### src/rtl/if_mem_ctrl_if.sv
// Fetch-side bus of the instruction memory controller: the IF-stage request
// and response signals together with the byte-wide RAM port.
interface if_mem_ctrl_if #(
    parameter int MEM_AW = 17
);
    logic              ce;
    logic [31:0]       raddr;
    logic              inv;
    logic              if_mem_ctrl_done;
    logic [31:0]       rdata;
    logic [MEM_AW-1:0] mem_a;
    logic [7:0]        mem_din;
    logic              mem_wr;

    // Environment side: IF stage plus the RAM that answers mem_a with mem_din.
    modport master (
        output ce, raddr, inv, mem_din,
        input  if_mem_ctrl_done, rdata, mem_a, mem_wr
    );

    // Controller side.
    modport slave (
        input  ce, raddr, inv, mem_din,
        output if_mem_ctrl_done, rdata, mem_a, mem_wr
    );
endinterface

### src/rtl/if_mem_ctrl.sv
// Instruction fetch memory controller: assembles a 32-bit little-endian
// instruction from four reads of a byte-wide RAM with one cycle of read
// latency, and holds the last fetched word so repeated fetches of the same
// address complete without touching the RAM.
module if_mem_ctrl #(
    parameter int MEM_AW = 17
) (
    input  logic          clk,
    input  logic          rst,
    if_mem_ctrl_if.slave  bus
);

    localparam logic [2:0] IDLE = 3'd0;
    localparam logic [2:0] S0   = 3'd1;
    localparam logic [2:0] S1   = 3'd2;
    localparam logic [2:0] S2   = 3'd3;
    localparam logic [2:0] S3   = 3'd4;
    localparam logic [2:0] S4   = 3'd5;

    logic [2:0]        r_state;
    logic [31:0]       r_base;
    logic [31:0]       r_word;
    logic              r_valid;
    logic [31:0]       r_done_addr;

    logic              w_done;
    logic              w_miss;
    logic              w_busy;
    logic              w_abort;
    logic              w_restart;
    logic              w_complete;
    logic [1:0]        w_offset;
    logic [MEM_AW-1:0] w_mem_a;

    // The held word answers the IF stage only while it is valid and matches.
    assign w_done     = r_valid && (bus.raddr == r_done_addr);
    assign w_miss     = bus.ce && !w_done;
    assign w_busy     = (r_state != IDLE);
    // Abort outranks restart, which outranks the normal step.
    assign w_abort    = w_busy && !bus.ce;
    assign w_restart  = w_busy && bus.ce && (bus.raddr != r_base);
    assign w_complete = (r_state == S4) && !w_abort && !w_restart;

    // Byte offset presented to the RAM in each read state.
    always_comb begin
        // NOTE: default assignment first so every path drives w_offset and no latch is inferred.
        w_offset = 2'd0;
        case (r_state)
            S1:      w_offset = 2'd1;
            S2:      w_offset = 2'd2;
            S3:      w_offset = 2'd3;
            default: w_offset = 2'd0;
        endcase
    end

    // Same-width add so the byte address wraps at the top of the RAM.
    assign w_mem_a = r_base[MEM_AW-1:0] + MEM_AW'(w_offset);

    assign bus.if_mem_ctrl_done = w_done;
    assign bus.rdata            = r_word;
    assign bus.mem_a            = w_mem_a;
    assign bus.mem_wr           = 1'b0;

    // Fetch sequencer: start on a miss, restart on a new address, abort when
    // the IF stage drops ce, otherwise step one state and capture bytes.
    always_ff @(posedge clk) begin
        if (!rst) begin
            // NOTE: sequential state uses non-blocking assignments so every register samples pre-edge values.
            r_state     <= IDLE;
            r_base      <= 32'd0;
            r_word      <= 32'd0;
            r_done_addr <= 32'd0;
        end else if (!w_busy) begin
            if (w_miss) begin
                r_base  <= bus.raddr;
                r_state <= S0;
            end
        end else if (w_abort) begin
            r_state <= IDLE;
        end else if (w_restart) begin
            r_base  <= bus.raddr;
            r_state <= S0;
        end else begin
            case (r_state)
                S0: r_state <= S1;
                S1: begin
                    r_word[7:0] <= bus.mem_din;
                    r_state     <= S2;
                end
                S2: begin
                    r_word[15:8] <= bus.mem_din;
                    r_state      <= S3;
                end
                S3: begin
                    r_word[23:16] <= bus.mem_din;
                    r_state       <= S4;
                end
                S4: begin
                    r_word[31:24] <= bus.mem_din;
                    r_done_addr   <= r_base;
                    r_state       <= IDLE;
                end
                default: r_state <= IDLE;
            endcase
        end
    end

    // Validity of the held word: invalidate beats a completing fetch.
    always_ff @(posedge clk) begin
        if (!rst) begin
            r_valid <= 1'b0;
        end else if (bus.inv) begin
            r_valid <= 1'b0;
        end else if (w_complete) begin
            r_valid <= 1'b1;
        end
    end

endmodule

### src/flat_wrapper.sv
// flat-port wrapper written by rule: the top's interface ports become plain ports
module if_mem_ctrl_flat 
#(
    parameter int MEM_AW = 17
)
  (clk, rst, bus_ce, bus_raddr, bus_inv, bus_mem_din, bus_if_mem_ctrl_done, bus_rdata, bus_mem_a, bus_mem_wr);
  if_mem_ctrl_if #(.MEM_AW(MEM_AW)) bus_i ();
  input  logic clk;
  input  logic rst;
  input wire logic [$bits(bus_i.ce)-1:0] bus_ce;
  input wire logic [$bits(bus_i.raddr)-1:0] bus_raddr;
  input wire logic [$bits(bus_i.inv)-1:0] bus_inv;
  input wire logic [$bits(bus_i.mem_din)-1:0] bus_mem_din;
  output wire logic [$bits(bus_i.if_mem_ctrl_done)-1:0] bus_if_mem_ctrl_done;
  output wire logic [$bits(bus_i.rdata)-1:0] bus_rdata;
  output wire logic [$bits(bus_i.mem_a)-1:0] bus_mem_a;
  output wire logic [$bits(bus_i.mem_wr)-1:0] bus_mem_wr;
  assign bus_i.ce = bus_ce;
  assign bus_i.raddr = bus_raddr;
  assign bus_i.inv = bus_inv;
  assign bus_i.mem_din = bus_mem_din;
  assign bus_if_mem_ctrl_done = bus_i.if_mem_ctrl_done;
  assign bus_rdata = bus_i.rdata;
  assign bus_mem_a = bus_i.mem_a;
  assign bus_mem_wr = bus_i.mem_wr;
  if_mem_ctrl #(.MEM_AW(MEM_AW)) u_core (.clk(clk), .rst(rst), .bus(bus_i));
endmodule
### config.mk
export PLATFORM = sky130hd
export DESIGN_NAME = if_mem_ctrl_flat
export DESIGN_NICKNAME = d
export VERILOG_FILES = /design/src/rtl/if_mem_ctrl_if.sv /design/src/rtl/if_mem_ctrl.sv /design/src/flat_wrapper.sv
export SDC_FILE = /design/constraint.sdc
export NUM_CORES = 1
export LEC_CHECK = 0
export ABC_AREA = 1
export BUFFER_PORTS_ARGS = -buffer_cell sky130_fd_sc_hd__buf_4
export CORE_MARGIN = 4
export CORE_UTILIZATION = 52
export DETAILED_ROUTE_END_ITERATION = 8
export PLACE_DENSITY_LB_ADDON = 0.25
export SETUP_SLACK_MARGIN = 0.3
export SYNTH_ARGS = -nofsm -noshare
export SYNTH_HDL_FRONTEND = slang
export SYNTH_SLANG_ARGS = --single-unit
### constraint.sdc
create_clock -name clk -period 4.3 [get_ports clk]
set_input_delay 0.215 -clock clk [delete_from_list [all_inputs] [get_ports clk]]
set_output_delay 0.215 -clock clk [all_outputs]
set_load 0.03 [all_outputs]
==> metrics, run 1 <==
status=finished, final reports clean; Die Width=113 um; Final nets=1001; Mapped Cells=890; main area contributors after synthesis=dfxtp_1 35%, nand2_1 17%, nor2_1 8.2%, inv_1 7.5%, a21oi_1 6.4%; Initial Util=0.542; number of detailed-route iterations in the first pass=4; hpwl dp=9860 um; Non-Filler Instances=1095; hold slack final=93.4 ps; Max VDD drop=0.000201 V; Synth Cell Area=5690 sq um; GP Congestion=0.872; ANT cells=0; R2R setup slack=1640 ps; Startpoint Class=register; final hold vios=0; initial antenna violation count=0; Arr. time, crit path=3230 ps; Root Driver=clkbuf_8; critical path peak fanout=4; crit-path cells=nor2_1 -> inv_1 -> nor2_1 -> or2_2 -> ha_1 -> fa_1 -> nand3_1 -> nor2_1 -> nand3_1 -> nor2_1 -> nand4_1 -> nor4_1 -> xor2_1 -> buf_4; Worst Skew=8.04 ps; Worst-path clk slew=100 ps; detailed-route via count=5464; Core Region=10500 sq um; Layout area overhead=15.1%; register area share after synthesis=0.352; post-DR vias/cell=4.99; DRC=0; WP data required=4090 ps; cell area after layout=6550 sq um; die area=12700 sq um; drt wl/cell=13.0 um; IO buf count=93; asr flop ratio synth=0; Worst slew margin=0.509; Post-synth top flop=dfxtp_1; Switch Pwr=0.737 mW; clk_lat worst skew=370 ps; num rows=37; Area after DPL=6320 sq um; Logic pwr share=0.233; Initial DRC Count=317; multi-input gate area in the final layout=2980 sq um; Seq. cell area=2000 sq um; Tot GR Track Use=0.228; Worst-Margin Slew=737 ps; fin util=0.623; RSZ-0062 raised after global routing=false; grt ovf=0; Final Slew Violations=0; WP buf/inv=2; WL final=14200 um; kind of critical path=reg -> out; H-tree depth=3; share of the synthesized area in the top cell type=0.352; fin crit period=3440 ps; pre-CTS setup slack=1230 ps; Sw Ratio=0.329; Power per Cell Area=342 nW/um^2; Fillers=1028; max_cap viols=0; clk sinks=100; Fmax=0.290 GHz; die height=113 um; layout cells sized above 1=0.150; peak per-stage delay on the critical path=350 ps; Yosys reg bits=100; CP top delay family=simple AND/OR/NAND/NOR gates; Ports=95; largest net degree at the start of global routing=63; sequential share of power=0.467; first-pass GRT wire length=24100 um; post-synth net total=937; slowest library cell on the worst path=dfxtp_1; CTS tree=built; Worst setup EP type=output port; clock power share=0.300; Netlist cell types=29; Tot Pwr=2.24 mW; Hold Crit Class=in -> reg; synth warn=0; synth cell count leaders=261 x nand2_1, 124 x nor2_1, 113 x inv_1, 100 x dfxtp_1, 73 x a21oi_1; setup bufs post-CTS=0; Placed Cells=1078; area leader, netlist=dfxtp_1; TritonCTS buffer count=9; Int Pwr=1.50 mW; leakage=3.13 nW; number of global-route vias before repair=5061; Mean Syn Cell Area=6.40 sq um; Setup WS post-layout=856 ps; ANT nets after route=0; Final setup viols=0; Tcrit/Tclk final=0.801; count leader, synth=nand2_1; number of synthesized flops with an enable pin=0; Most common cell on crit path=nor2_1; buffer depth of the longest clock path=2; setup tns final=0 ps
-- layout make-up --
type                            count  share of cell area
Multi-Input combinational cell    627               0.455
Sequential cell                   100               0.306
Timing Repair Buffer               99               0.114
Inverter                          117              0.0670
Tap cell                          136              0.0260
Clock buffer                       10              0.0195
Clock inverter                      6              0.0134
-- power by group through the flow --
| stage | Sequential (mW) | Clock [mW] | Combinational (mW) |
|---|---|---|---|
| 5_1_grt | 1.05 | 0.717 | 0.579 |
| 2_1_floorplan | 1.04 | 0 | 0.422 |
| 4_1_cts | 1.04 | 0.683 | 0.524 |
| 3_3_place_gp | 1.06 | 0 | 0.516 |
| 6_report | 1.04 | 0.671 | 0.522 |
| 3_5_place_dp | 1.07 | 0 | 0.521 |
-- repair_timing --
action	4_1_cts	5_1_grt
endpoints found under the setup margin	0	0
endpoints found under the hold margin	1	0
resized for setup	0	0
hold buffers	1	0
-- layer usage --
layer  GRT usage  vias up  wire length (um)
met1       0.294     2417              6600
li1            -     2871                 -
met2       0.373      146              6390
met4      0.0929        0               363
met5           0        -                 0
met3      0.0464       30               889
-- cells by family after synthesis --
family / Yosys count / share of synthesized area
buf+inv: 163 / 0.126
fa+ha+maj: 3 / 0.00791
other cells: 1 / 0.000659
xor+xnor: 34 / 0.0523
simple gates: 509 / 0.390
compound gates: 80 / 0.0723
flops: 100 / 0.352
-- registers in the layout, summed over array words and instances (netlist names) --
| signal | cells |
|---|---|
| u_core.r_done_addr | 32 |
| u_core.r_valid | 1 |
| u_core.r_state | 3 |
| u_core.r_base | 32 |
| u_core.bus.rdata | 32 |
-- worst paths after layout --
check                                                          to  cells after the start                              start
worst min-delay path            u_core.bus.rdata[15]$_SDFFE_PN0P_                      3                     bus_mem_din[7]
worst max-delay path                                bus_mem_a[16]                     14     u_core.r_state[0]$_SDFFE_PN0P_
worst max register to register     u_core.r_base[25]$_SDFFE_PN0P_                     12     u_core.r_base[13]$_SDFFE_PN0P_
worst min register to register  u_core.bus.rdata[30]$_SDFFE_PN0P_                      2  u_core.bus.rdata[30]$_SDFFE_PN0P_
-- layout by cell type (no fill, tap or decap), drive strengths merged, types with 3 or more instances in the layout --
cell	instances
nand4	18
nor2	125
xor2	16
o21ai	3
buf	98
nand2	267
nand3	86
xnor2	18
dfxtp	100
clkbuf	10
nor4	4
clkinv	3
nor3	6
a21oi	73
inv	118
-- tightest hold or removal path: stages --
cell,delay (ps)
buf_4,100
nor2_1,40
nor2_1,80
No activity file was read; power rests on OpenSTA's default activity.
==> run 2, diff against run 1 <==
==> constraint.sdc (replaced) <==
create_clock -name clk -period 3.34 [get_ports clk]
set_input_delay 0.167 -clock clk [delete_from_list [all_inputs] [get_ports clk]]
set_output_delay 0.167 -clock clk [all_outputs]
set_load 0.03 [all_outputs]
==> run 2 against run 1 <==
Clock-buffer cell count down 1; total power up 25%; design area up 3.3%; sequential cell count unchanged; worst hold slack worse by 44 ps.
==> metrics, run 2 (synthesis gave the netlist of run 1 again) <==
status=finished, final reports clean (unchanged); kind of critical path=reg -> out (unchanged); buffer depth of the longest clock path=2 (unchanged); Tot Pwr=2.80 mW (was 2.24 mW); RSZ-0062 raised after global routing=true (was false); Tot GR Track Use=0.230 (was 0.228); detailed-route via count=5618 (was 5464); Core Region=10500 sq um (unchanged); Initial DRC Count=332 (was 317); number of global-route vias before repair=5174 (was 5061); first-pass GRT wire length=24300 um (was 24100 um); setup tns final=0 ps (unchanged); layout cells sized above 1=0.185 (was 0.150); final hold vios=0 (unchanged); Die Width=113 um (unchanged); slowest library cell on the worst path=dfxtp_2 (was dfxtp_1); Worst setup EP type=output port (unchanged); GP Congestion=0.910 (was 0.872); die area=12700 sq um (unchanged); commonest non-fill, non-tap cell in the layout=nand2_1 (unchanged); peak per-stage delay on the critical path=360 ps (was 350 ps); pre-CTS setup slack=337 ps (was 1230 ps); number of detailed-route iterations in the first pass=4 (unchanged); CTS tree=built (unchanged); clk sinks=100 (unchanged); Worst slew margin=0.527 (was 0.509); WP buf/inv=7 (was 2); Worst-Margin Slew=709 ps (was 737 ps); post-DR vias/cell=5.06 (was 4.99); Startpoint Class=register (unchanged); H-tree depth=3 (unchanged); Hold Crit Class=in -> reg (unchanged); Worst Skew=16.0 ps (was 8.04 ps); clk_lat worst skew=370 ps (about the same); IO buf count=93 (unchanged); DRC=0 (unchanged); Arr. time, crit path=2810 ps (was 3230 ps); most frequent cells in the layout=259 x nand2_1, 118 x nor2_1, 111 x inv_1, 111 x buf_4, 97 x dfxtp_1 (was 260 x nand2_1, 124 x nor2_1, 113 x inv_1, 100 x dfxtp_1, 98 x buf_4); WP data required=3170 ps (was 4090 ps); Final Slew Violations=0 (unchanged); CP top delay family=buffers and inverters (was simple AND/OR/NAND/NOR gates); max_cap viols=0 (unchanged); Worst-path clk slew=110 ps (was 100 ps); initial antenna violation count=0 (unchanged); Most common cell on crit path=buf_4 (was nor2_1); Setup WS post-layout=363 ps (was 856 ps); TritonCTS buffer count=9 (unchanged); hpwl dp=10300 um (was 9860 um); WL final=14700 um (was 14200 um); Tcrit/Tclk final=0.891; largest net degree at the start of global routing=60 (was 63); Fmax=0.336 GHz; critical path peak fanout=3 (was 4); Final nets=1016 (was 1001); Max VDD drop=0.000219 V (was 0.000201 V); ANT cells=0 (unchanged); Root Driver=clkbuf_8 (unchanged); drt wl/cell=13.2 um (was 13.0 um); ANT nets after route=0 (unchanged); Fillers=1006 (was 1028); fin crit period=2980 ps; Final setup viols=0 (unchanged); Layout area overhead=18.9% (was 15.1%); cell area after layout=6770 sq um (was 6550 sq um); crit-path cells=nor2_4 -> inv_2 -> nor2_4 -> or2_4 -> ha_4 -> fa_2 -> nand3_4 -> nor2_4 -> nand3_2 -> buf_4 -> buf_4 -> buf_4 -> buf_4 -> buf_4 -> xor2_1 -> buf_4 (was nor2_1 -> inv_1 -> nor2_1 -> or2_2 -> ha_1 -> fa_1 -> nand3_1 -> nor2_1 -> nand3_1 -> nor2_1 -> nand4_1 -> nor4_1 -> xor2_1 -> buf_4); Initial Util=0.542 (unchanged); grt ovf=0 (unchanged); num rows=37 (unchanged); Ports=95 (unchanged); leakage=3.19 nW (was 3.13 nW); die height=113 um (unchanged); Area after DPL=6370 sq um (was 6320 sq um); Power per Cell Area=414 nW/um^2 (was 342 nW/um^2)
==> run 2: changes by cell type in the layout (fill, tap and decap cells not counted), moves of 3 or more <==
cell | before | now
buf_4 | 98 | 111
dfxtp_1 | 100 | 97
nor2_1 | 124 | 118
nor2_4 | 1 | 5
==> run 2: routing by layer <==
metal / wire, um / GRT usage
met2: 6690 / 0.368
met4: 484 / 0.110
met1: 6430 / 0.298
met3: 1070 / 0.0442
met5: 0 / 0
==> run 2: layout make-up <==
type | count | area (sq um) | share of cell area
Tap cell | 136 | 170 | 0.0252
Clock buffer | 9 | 124 | 0.0183
Clock inverter | 7 | 58.8 | 0.00869
Timing Repair Buffer | 114 | 875 | 0.129
Inverter | 117 | 442 | 0.0653
Sequential cell | 100 | 2010 | 0.297
Multi-Input combinational cell | 627 | 3090 | 0.456
==> run 2: tightest hold or removal path: cells and delay by family <==
kind / cells / cell delay [ps]
buffers and inverters: 1 / 100
AND/OR/NAND/NOR: 2 / 120
==> run 2: path summary, 6_finish.rpt <==
path	from	end	slack, ps	cells after the start
max	u_core.r_state[1]$_SDFFE_PN0P_	bus_mem_a[8]	360	16
min	bus_mem_din[7]	u_core.bus.rdata[7]$_SDFFE_PN0P_	50	3
max reg2reg	u_core.r_done_addr[30]$_SDFFE_PN0P_	u_core.r_base[29]$_SDFFE_PN0P_	1140	11
min reg2reg	u_core.bus.rdata[24]$_SDFFE_PN0P_	u_core.bus.rdata[24]$_SDFFE_PN0P_	470	2
==> run 2: through the flow <==
stage | utilization | hold WS, ps | instances
3_3_place_gp | 0.607 | 347 | 1083
5_1_grt | 0.644 | 65.2 | 1110
4_1_cts | 0.638 | 34.0 | 1108
3_5_place_dp | 0.607 | 348 | 1083
2_1_floorplan | - | 239 | 890
6_report | 0.644 | 49.0 | 1110
==> run 2: power breakdown <==
group	total, mW	switching (mW)	leakage, nW	internal, mW
Sequential	1.35	0.0947	0.815	1.26
Combinational	0.710	0.439	2.28	0.271
Clock	0.739	0.457	0.0917	0.282
==> run 2: what timing repair did <==
item	CTS	global route
gates resized for setup	20	13
pin swaps	7	8
setup buffers	8	2
endpoints found under the hold margin	1	0
hold buffers	1	0
endpoints found under the setup margin	3	7
